`src/rtl/ssd_pkg.sv`:
```
`default_nettype none
// ============================================================================
// Module      : ssd_pkg
// Description : Shared types and helpers for the sigma-delta scan sequencer.
//               Holds the scan FSM state encoding, the default ADC word width
//               and a next-set-bit search used by the channel picker.
// Revision    : 1.0 - initial release
// ============================================================================
package ssd_pkg;

  localparam int ADC_WIDTH_DEFAULT = 8;

  // Widest channel mask the picker helper handles.
  localparam int MAX_CH = 16;

  typedef enum logic [2:0] {
    ST_IDLE    = 3'd0,
    ST_SETTLE  = 3'd1,
    ST_DISCARD = 3'd2,
    ST_CAPTURE = 3'd3,
    ST_OUTPUT  = 3'd4
  } state_t;

  // Index of the lowest set bit of mask strictly above idx, or the lowest
  // set bit overall when start is 1. Returns -1 when no such bit exists.
  function automatic int next_set_bit(input logic [MAX_CH-1:0] mask,
                                      input int                idx,
                                      input logic              start);
    int pick;
    pick = -1;
    // Walk downwards so the lowest qualifying bit is the last one written.
    for (int i = MAX_CH - 1; i >= 0; i--) begin
      if (mask[i] && (start || (i > idx))) begin
        pick = i;
      end
    end
    return pick;
  endfunction

endpackage
`default_nettype wire

```
`src/rtl/ssd_chan_pick.sv`:
```
`default_nettype none
// ============================================================================
// Module      : ssd_chan_pick
// Description : Combinational priority picker over a channel mask.
//               mask     - per-channel enable bits
//               idx      - current channel index
//               start    - 1: return lowest set bit; 0: lowest set bit > idx
//               next_idx - selected channel (0 when none found)
//               found    - a qualifying channel exists
// Revision    : 1.0 - initial release
// ============================================================================
module ssd_chan_pick
  import ssd_pkg::*;
#(
  parameter int NUM_CH  = 4,
  parameter int CH_BITS = 2
) (
  input  logic [NUM_CH-1:0]  mask,
  input  logic [CH_BITS-1:0] idx,
  input  logic               start,
  output logic [CH_BITS-1:0] next_idx,
  output logic               found
);

  int pick;

  always_comb begin
    pick     = next_set_bit(MAX_CH'(mask), int'(idx), start);
    found    = (pick >= 0);
    next_idx = found ? CH_BITS'(pick) : '0;
  end

endmodule
`default_nettype wire

```
`src/rtl/ssd_scan_ctrl.sv`:
```
`default_nettype none
// ============================================================================
// Module      : ssd_scan_ctrl
// Description : Scan sequencer sharing one sigma-delta ADC core across NUM_CH
//               analog-mux inputs. Per channel: select, hold the ADC in reset
//               while the RC network settles, drop stale averaged samples,
//               capture one word and hand it out on a valid/ready port.
// Ports       : clk, rstn (sync, active low), enable, chan_mask
//               adc_sample_rdy/adc_digital_out  <- ADC core
//               adc_rstn/mux_sel                -> ADC core / analog mux
//               result_valid/ready/chan/data    <-> host side
//               busy, scan_done                 -> status
// Revision    : 1.0 - initial release
// ============================================================================
module ssd_scan_ctrl
  import ssd_pkg::*;
#(
  parameter int NUM_CH          = 4,
  parameter int CH_BITS         = 2,
  parameter int ADC_WIDTH       = ADC_WIDTH_DEFAULT,
  parameter int SETTLE_CYCLES   = 16,
  parameter int DISCARD_SAMPLES = 1
) (
  input  logic                 clk,
  input  logic                 rstn,
  input  logic                 enable,
  input  logic [NUM_CH-1:0]    chan_mask,
  input  logic                 adc_sample_rdy,
  input  logic [ADC_WIDTH-1:0] adc_digital_out,
  output logic                 adc_rstn,
  output logic [CH_BITS-1:0]   mux_sel,
  output logic                 result_valid,
  input  logic                 result_ready,
  output logic [CH_BITS-1:0]   result_chan,
  output logic [ADC_WIDTH-1:0] result_data,
  output logic                 busy,
  output logic                 scan_done
);

  localparam int                  SETTLE_W     = $clog2(SETTLE_CYCLES + 1);
  localparam logic [SETTLE_W-1:0] SETTLE_LAST  = SETTLE_W'(SETTLE_CYCLES - 1);
  localparam logic [3:0]          DISCARD_LAST = 4'(DISCARD_SAMPLES - 1);

  state_t                 state, state_n;
  logic [NUM_CH-1:0]      mask_q, mask_n;
  logic [CH_BITS-1:0]     mux_n, chan_n;
  logic [SETTLE_W-1:0]    settle_cnt, settle_n;
  logic [3:0]             disc_cnt, disc_n;
  logic                   valid_n, done_n, adc_rstn_n;
  logic [ADC_WIDTH-1:0]   data_n;

  logic [CH_BITS-1:0]     next_idx, first_idx;
  logic                   next_found, first_found;

  // Next channel of the running scan (latched mask, strictly above mux_sel).
  ssd_chan_pick #(.NUM_CH(NUM_CH), .CH_BITS(CH_BITS)) u_pick_next (
    .mask     (mask_q),
    .idx      (mux_sel),
    .start    (1'b0),
    .next_idx (next_idx),
    .found    (next_found)
  );

  // First channel of a new scan, taken from the live mask.
  ssd_chan_pick #(.NUM_CH(NUM_CH), .CH_BITS(CH_BITS)) u_pick_first (
    .mask     (chan_mask),
    .idx      ('0),
    .start    (1'b1),
    .next_idx (first_idx),
    .found    (first_found)
  );

  assign busy = (state != ST_IDLE);

  always_comb begin
    state_n  = state;
    mask_n   = mask_q;
    mux_n    = mux_sel;
    settle_n = settle_cnt;
    disc_n   = disc_cnt;
    valid_n  = result_valid;
    chan_n   = result_chan;
    data_n   = result_data;
    done_n   = 1'b0;

    case (state)
      ST_IDLE: begin
        if (enable && first_found) begin
          mask_n   = chan_mask;
          mux_n    = first_idx;
          settle_n = '0;
          state_n  = ST_SETTLE;
        end
      end

      ST_SETTLE: begin
        if (!enable) begin
          state_n = ST_IDLE;
        end else if (settle_cnt == SETTLE_LAST) begin
          disc_n  = '0;
          state_n = (DISCARD_SAMPLES == 0) ? ST_CAPTURE : ST_DISCARD;
        end else begin
          settle_n = settle_cnt + SETTLE_W'(1);
        end
      end

      ST_DISCARD: begin
        if (!enable) begin
          state_n = ST_IDLE;
        end else if (adc_sample_rdy) begin
          // The pulse that completes the discard count is consumed here, so
          // CAPTURE only ever sees strictly later samples.
          disc_n = disc_cnt + 4'd1;
          if (disc_cnt == DISCARD_LAST) begin
            state_n = ST_CAPTURE;
          end
        end
      end

      ST_CAPTURE: begin
        if (!enable) begin
          state_n = ST_IDLE;
        end else if (adc_sample_rdy) begin
          data_n  = adc_digital_out;
          chan_n  = mux_sel;
          valid_n = 1'b1;
          state_n = ST_OUTPUT;
        end
      end

      ST_OUTPUT: begin
        if (result_ready) begin
          valid_n = 1'b0;
          if (!enable) begin
            // Handshake finished; stop here. Only a completed scan reports.
            done_n  = !next_found;
            state_n = ST_IDLE;
          end else if (next_found) begin
            mux_n    = next_idx;
            settle_n = '0;
            state_n  = ST_SETTLE;
          end else begin
            done_n = 1'b1;
            if (first_found) begin
              mask_n   = chan_mask;
              mux_n    = first_idx;
              settle_n = '0;
              state_n  = ST_SETTLE;
            end else begin
              state_n = ST_IDLE;
            end
          end
        end
      end

      default: state_n = ST_IDLE;
    endcase

    // ADC runs only once the mux input has settled; registered so the core
    // reset pin sees a clean level.
    adc_rstn_n = (state_n == ST_DISCARD) || (state_n == ST_CAPTURE) ||
                 (state_n == ST_OUTPUT);
  end

  always_ff @(posedge clk) begin
    if (!rstn) begin
      state        <= ST_IDLE;
      mask_q       <= '0;
      mux_sel      <= '0;
      settle_cnt   <= '0;
      disc_cnt     <= '0;
      adc_rstn     <= 1'b0;
      result_valid <= 1'b0;
      result_chan  <= '0;
      result_data  <= '0;
      scan_done    <= 1'b0;
    end else begin
      state        <= state_n;
      mask_q       <= mask_n;
      mux_sel      <= mux_n;
      settle_cnt   <= settle_n;
      disc_cnt     <= disc_n;
      adc_rstn     <= adc_rstn_n;
      result_valid <= valid_n;
      result_chan  <= chan_n;
      result_data  <= data_n;
      scan_done    <= done_n;
    end
  end

endmodule
`default_nettype wire

```
`config.mk`:
```
export PLATFORM = sky130hd
export DESIGN_NAME = ssd_scan_ctrl
export DESIGN_NICKNAME = d
export VERILOG_FILES = /design/src/rtl/ssd_pkg.sv /design/src/rtl/ssd_chan_pick.sv /design/src/rtl/ssd_scan_ctrl.sv
export SDC_FILE = /design/constraint.sdc
export NUM_CORES = 1
export LEC_CHECK = 0
export CORE_ASPECT_RATIO = 0.75
export CORE_MARGIN = 2
export CORE_UTILIZATION = 45
export DETAILED_ROUTE_END_ITERATION = 6
export PLACE_DENSITY = 0.71
export RECOVER_POWER = 50
export SLEW_MARGIN = 20
export SYNTH_ARGS = -nofsm -noshare
export SYNTH_HDL_FRONTEND = slang
export SYNTH_SLANG_ARGS = --single-unit
```
`constraint.sdc`:
```
create_clock -name clk -period 7.1 [get_ports clk]
set_clock_uncertainty 0.15 [all_clocks]
set_input_delay 1.065 -clock clk [delete_from_list [all_inputs] [get_ports clk]]
set_output_delay 1.065 -clock clk [all_outputs]
set_load 0.03 [all_outputs]
```
==> impl_metrics.csv <==
group,metric,value,unit
outcome,run_status,"complete, no violations",
global_routing,top_usage_layer,"met2",
synth,yosys.area.top_type,"dfxtp_1",
clocking,clock_latency,280,ps
route,via_per_inst,5.48,
global_routing,grt_max_degree,21,
power_and_ir_drop,leakage,0.000769,uW
timing,tightest_slew,733,ps
floorplanning,start_util,46.2,%
placed_design,place.detailed.hpwl,2580,um
route,num_vias,1430,
finish,antenna_cells,0,
clocking,ctsHtreeMaxLevel,2,
placed_design,portBuffers,32,
placed_design,placed_cell_area,1810,sq um
power_and_ir_drop,pwr-share-seq,49.3,%
critical_path,crit_family,"compound AO/OA/AOI/OAI gates",
timing,worst_slack,3980,ps
synth,yosysTopAreaCellShare,40.4,%
critical_path,cp-end-kind,"flip-flop",
route,drc,0,
floorplanning,design.core.area,3220,sq um
power_and_ir_drop,ir_worst_vdd,0.000113,V
critical_path,crit_required,7130,ps
route,wl,3570,um
global_routing,groute.usage.overall,20.7,%
timing,slew_headroom,51.0,%
placed_design,dp_cells,253,
synth,synth_nets,211,
critical_path,worst-path-buf-inv,1,
finish,final_cell_area,1900,sq um
floorplanning,dieWidth,70.4,um
global_routing,grt_pass1_wl,6110,um
global_routing,use_met1,26.7,%
timing,finalHoldViolations,0,
timing,post-route-min-period,3120,ps
timing,report.final.slew_viol_count,0,
global_routing,grtUsageMet2,34.3,%
hold_path,hold_depth,2,
power_and_ir_drop,power_density,186,nW/um^2
route,dr.pass1.iters,4,
critical_path,reg2regPathDepth,7,
hold_path,hp-class,"reg2reg",
critical_path,critical_path_arrival,3160,ps
clocking,cts.clk_slew.worst_paths,60,ps
route,ant_nets,0,
critical_path,cp-start-kind,"primary input",
synth,netlist_area,1490,sq um
floorplanning,num_io_pins,33,
power_and_ir_drop,power,354,uW
timing,fmax,320,MHz
finish,drive_gt1_share,6.33,%
timing,period_share,44.0,%
timing,rsz0062_at_grt,"no",
clocking,cts_root_buffer,"clkbuf_8",
critical_path,criticalPathCategory,"in2reg",
synth,ys_seq_elements,30,
critical_path,cp_max_fo,7,
floorplanning,dieHeight,53.8,um
route,wl_per_cell,13.7,um
global_routing,overflow,0,
clocking,cts_hold_buf,0,
clocking,clk_path_buf_depth,2,
power_and_ir_drop,p_comb_share,9.9,%
floorplanning,row_count,18,
placed_design,place_congestion,0.856,
clocking,post_cts_buffers,0,
timing,setup_viol,0,
critical_path,crit_path_top_delay_cell,"dlygate4sd3_1",
placed_design,pre_cts_ws,3770,ps
flow_run,maxCapViolCount,0,
power_and_ir_drop,switching_power,88.7,uW
finish,fin_cells,261,
power_and_ir_drop,pwr-share-clk,40.8,%
global_routing,antenna_found_initial,0,
power_and_ir_drop,p_int,265,uW
clocking,cts_buffers,5,
route,drt-initial-drc-count,130,
synth,yosysSeqAreaShare,40.4,%
finish,area_growth,27.8,%
synth,syn_inst,190,
synth,synth_area_leaders,"dfxtp_1 40%, nand2_1 10%, a21oi_1 6.7%, nor2_1 4.5%, ha_1 3.4%",
clocking,cts_resized,0,
synth,synth_cell_type_count,42,
floorplanning,die_area,3790,sq um
synth,syn_avg_cell_area,7.83,sq um
timing,setup-tns-final,0,ps
critical_path,crit_path_cell_trace,"dlygate4sd3_1 -> a21boi_1 -> o22a_1 -> a211o_1 -> or4_4 -> a221oi_2",
global_routing,first_global_vias,1322,
critical_path,slowest_delay,680,ps
finish,nets,241,
synth,yosys_warnings,0,
clocking,cts_tree,"yes",
power_and_ir_drop,p_sw_share,25.1,%
global_routing,use_met3,6.18,%
clocking,clock-sinks,30,
critical_path,cp_num_cells,6,
-- final timing paths --
check / startpoint / endpoint / slack, ps
worst max-delay path: enable / settle_cnt[2] / 3980
worst min-delay path: result_data[7] / result_data[7] / 300
worst max register to register: settle_cnt[0] / settle_cnt[2] / 4530
worst min register to register: result_data[7] / result_data[7] / 300
-- cell type report --
class                      instances  area [sq um]
fill                             300          1320
multi-input combinational        141           801
sequential                        30           601
timing repair buffer              32           320
clock buffer                       7          86.3
tap                               40          50.0
inverter                          10          37.5
clock inverter                     1          5.00
-- synth_stat cells (all sizes together) --
library cell	instances
a211o	2
a211oi	2
a21boi	1
a21oi	20
a221oi	2
a311o	1
a311oi	1
a41oi	1
and2	1
and2b	1
and3	4
and3b	2
buf	3
clkbuf	6
dfxtp	30
ha	4
inv	10
mux2i	4
nand2	40
nand2b	3
nand3	3
nand4	2
nor2	18
nor2b	1
nor3	5
nor4	1
o211ai	1
o21a	1
o21ai	9
o22a	1
o31a	1
o31ai	2
or2	1
or2b	1
or4	3
xor2	2
-- cells by family after synthesis --
logic type	Yosys count	share of synthesized area, %
XOR/XNOR	2	1.18
AO/OA/AOI/OAI	45	19.2
adder cells (fa/ha/maj)	4	3.36
buffers and inverters	19	5.80
multiplexers	4	2.69
AND/OR/NAND/NOR	86	27.4
flip-flops	30	40.4
-- state kept, by name (all words and copies together), names as in the netlist --
| signal | cells |
|---|---|
| mux_sel | 2 |
| disc_cnt | 4 |
| result_chan | 2 |
| state | 3 |
| settle_cnt | 5 |
| mask_q | 3 |
| result_data | 8 |
| adc_rstn | 1 |
| result_valid | 1 |
| scan_done | 1 |
-- metal layers --
layer / share of wire [%] / up-vias / routed length (um)
li1: - / 719 / -
met1: 49 / 688 / 1760
met2: 47 / 21 / 1660
met3: 3.4 / 2 / 122
met4: 0.48 / 0 / 17
met5: 0 / - / 0
-- power groups by stage --
stage                     combinational [uW]  sequential (uW)  clock (uW)
after global placement                  34.3              178           0
after global routing                    38.2              175         156
final                                   35.0              174         144
after detailed placement                35.2              178           0
after CTS                               35.4              174         145
after floorplan                         17.9              179           0
-- placed cells by master (no fill, tap or decap), drive strengths merged, types with 2 or more instances in the layout --
cell,n
o31ai,2
ha,4
and3,4
or4,3
nand3,3
a21oi,20
o21ai,9
nor3,5
a211o,2
nand4,2
clkbuf,7
mux2i,4
a211oi,2
clkdlybuf4s50,14
xor2,2
dlygate4sd3,18
inv,10
dfxtp,30
nand2,40
nand2b,3
nor2,18
and3b,2
a221oi,2
-- per-stage QoR --
step / utilization, % / hold WS [ps]
2_1_floorplan: - / 296
3_3_place_gp: 56.2 / 292
3_5_place_dp: 56.2 / 299
4_1_cts: 59.0 / 307
5_1_grt: 59.0 / 328
6_report: 59.0 / 301
-- worst min-delay path, cell delays in order, from the launching register on --
cell     delay (ps)
dfxtp_1         300
nand2_1          50
a21oi_1          50
Power figures use the tool's default switching activity.
==> RTL change, RTL diff (config.mk and constraints unchanged) <==
Make the reset (`rstn`) asynchronous in one clocked block.
--- a/src/rtl/ssd_scan_ctrl.sv
+++ b/src/rtl/ssd_scan_ctrl.sv
@@ -162,7 +162,7 @@
                  (state_n == ST_OUTPUT);
   end
 
-  always_ff @(posedge clk) begin
+  always_ff @(posedge clk or negedge rstn) begin
     if (!rstn) begin
       state        <= ST_IDLE;
       mask_q       <= '0;
Check against the original RTL: differs if rstn is asserted again (counterexample within 4 cycles, from zero or initial values and one cycle with rstn low); with rstn held inactive, the same outputs for 10 cycles.
==> RTL change against the unedited design <==
  * The flow now finishes with violations (max-capacitance violations, max-slew violations)
  * Total power is 21% higher
  * Hold slack better by 0.026 ns
  * Cell area is 4.3% higher
  * Largest power group unchanged
  * Setup slack better by 0.090 ns
  * Fmax is 3.0% higher
  * Sequential cell count stayed put
  * Final cell count is 18% lower
  * Routed wire length is 10% lower
  * Synthesized area is 1.9% higher
  * Critical path type unchanged
  * Critical endpoint is now settle_cnt[0]$_DFFE_PN0P_
==> RTL change: results (changes against the unedited design) <==
- Worst Path Max Fanout: 13 (+6)
- Post-CTS sizing: 0 (unchanged)
- Routability cong.: 0.823 (-3.9%)
- Clock Latency Late Sink: 0.29 ns
- Post-synth ARST share: 1.00 (+1.00)
- Detailed Place HPWL: 2360 µm (-8.4%)
- Peak VDD IR: 0.000145 V (+28%)
- Gr usage total: 0.180 (-0.0264)
- Sequential fraction of the synthesis area: 0.495 (+0.0913)
- Setup violators final: 0 (unchanged)
- Antenna diodes: 0 (unchanged)
- Via density: 5.55 (+1.3%)
- Cts bufs inserted: 5 (unchanged)
- Synth Warn #: 0 (unchanged)
- Share of layout cells above drive strength 1: 0.173 (+0.110)
- Synth top area cells: dfrtp_1 50%, mux2_2 11%, ha_1 3.3%, nand3_1 2.0%, nor2_1 2.0%
- Min-Delay Path Class: reg2reg
- Failing checks: max-capacitance violations, max-slew violations
- MaxCap Viol Count: 1 (+1)
- Syn_nets: 157 (-26%)
- Root buffer cell: clkbuf_8
- Top flop regs: result_data x8, settle_cnt x5, disc_cnt x4
- WL final: 3210 µm (-10%)
- Initial drt markers: 25 (-81%)
- Post-synthesis cell type count: 41 (-2.4%)
- Max FFs per register: 8 (unchanged)
- Clock slew at reported path FFs: 0.06 ns (about the same)
- Vias in the first global route: 1,141 (-14%)
- DP Area: 1880 µm² (+3.8%)
- First-pass GRT wire length: 5130 µm (-16%)
- Post-CTS Setup Repair Bufs: 0 (unchanged)
- Post-synth top cells: 30 x dfrtp_1, 15 x mux2_2, 8 x nor2_1
- Status: complete, but fails checks
- 1st-pass router iterations: 4 (unchanged)
- Leak: 0.908 nW (+18%)
- Max Slew Vio Count: 31 (+31)
- Slew @ Worst Pin: 1.62 ns (+0.884 ns)
- Port bufs: 32 (unchanged)
- Initial antenna violation count: 0 (unchanged)
- CTS Buffer Depth: 2 (unchanged)
- Nets@finish: 193 (-20%)
- # H-tree levels: 2 (unchanged)
- Largest net degree at the start of global routing: 31 (+48%)
[RTL change: cell families (layout without fill, tap and decap cells)]
logic type | Yosys count | after routing | share of synthesized area
adder cells (fa/ha/maj) | 4 | 4 | 0.0330
multiplexers | 17 | 17 | 0.125
AO/OA/AOI/OAI | 28 | 28 | 0.140
AND/OR/NAND/NOR | 45 | 45 | 0.169
flip-flops | 30 | 30 | 0.495
buffers and inverters | 10 | 47 | 0.0256
XOR/XNOR | 2 | 2 | 0.0116
[RTL change: cell type report]
cell class / instances / area, µm²
Multi-Input combinational cell: 96 / 727
Clock buffer: 5 / 68.8
Fill cell: 268 / 1280
Tap cell: 40 / 50.0
Clock inverter: 3 / 40.0
Timing Repair Buffer: 33 / 324
Sequential cell: 30 / 751
Inverter: 6 / 22.5
[RTL change: through the flow]
stage | std cells | power [W] | worst slack, ns | utilization
global placement | 205 | 0.000260 | 3.89 | 0.575
global route | 213 | 0.000446 | 3.88 | 0.607
finish | 213 | 0.000426 | 4.07 | 0.607
detailed placement | 205 | 0.000262 | 3.85 | 0.575
floorplan | 136 | 0.000233 | 4.43 | -
CTS | 213 | 0.000432 | 4.10 | 0.608
[RTL change: path summary, 6_finish.rpt]
check,from,end,slack (ns),depth (start not counted)
max,enable,settle_cnt[0]$_DFFE_PN0P_,4.07,6
min,settle_cnt[4]$_DFFE_PN0P_,settle_cnt[4]$_DFFE_PN0P_,0.33,1
max reg2reg,settle_cnt[0]$_DFFE_PN0P_,settle_cnt[0]$_DFFE_PN0P_,4.50,8
min reg2reg,settle_cnt[4]$_DFFE_PN0P_,settle_cnt[4]$_DFFE_PN0P_,0.33,1
max in group asynchronous,rstn,result_data[5]$_DFFE_PN0P_,4.29,2
min in group asynchronous,rstn,disc_cnt[1]$_DFFE_PN0P_,1.57,2
[RTL change: layer usage]
metal,up-vias,track usage,part of all wire
met2,34,0.285,0.47
met3,8,0.0479,0.051
li1,571,-,-
met5,-,0,0
met1,569,0.232,0.46
met4,0,0.0943,0.020
[RTL change: power by group]
group,internal (W),total [W],leakage [nW],switching (W)
combinational,0.0000331,0.0000660,0.457,0.0000329
sequential,0.000181,0.000193,0.393,0.0000113
clock,0.000103,0.000168,0.0579,0.0000645
[RTL change: critical path, cell delays in order]
cell and delay (ns):
dlygate4sd3_1 0.79, and4bb_2 0.31, a311oi_2 0.04, or2_2 0.33, o21bai_4 0.20, mux2_1 0.31
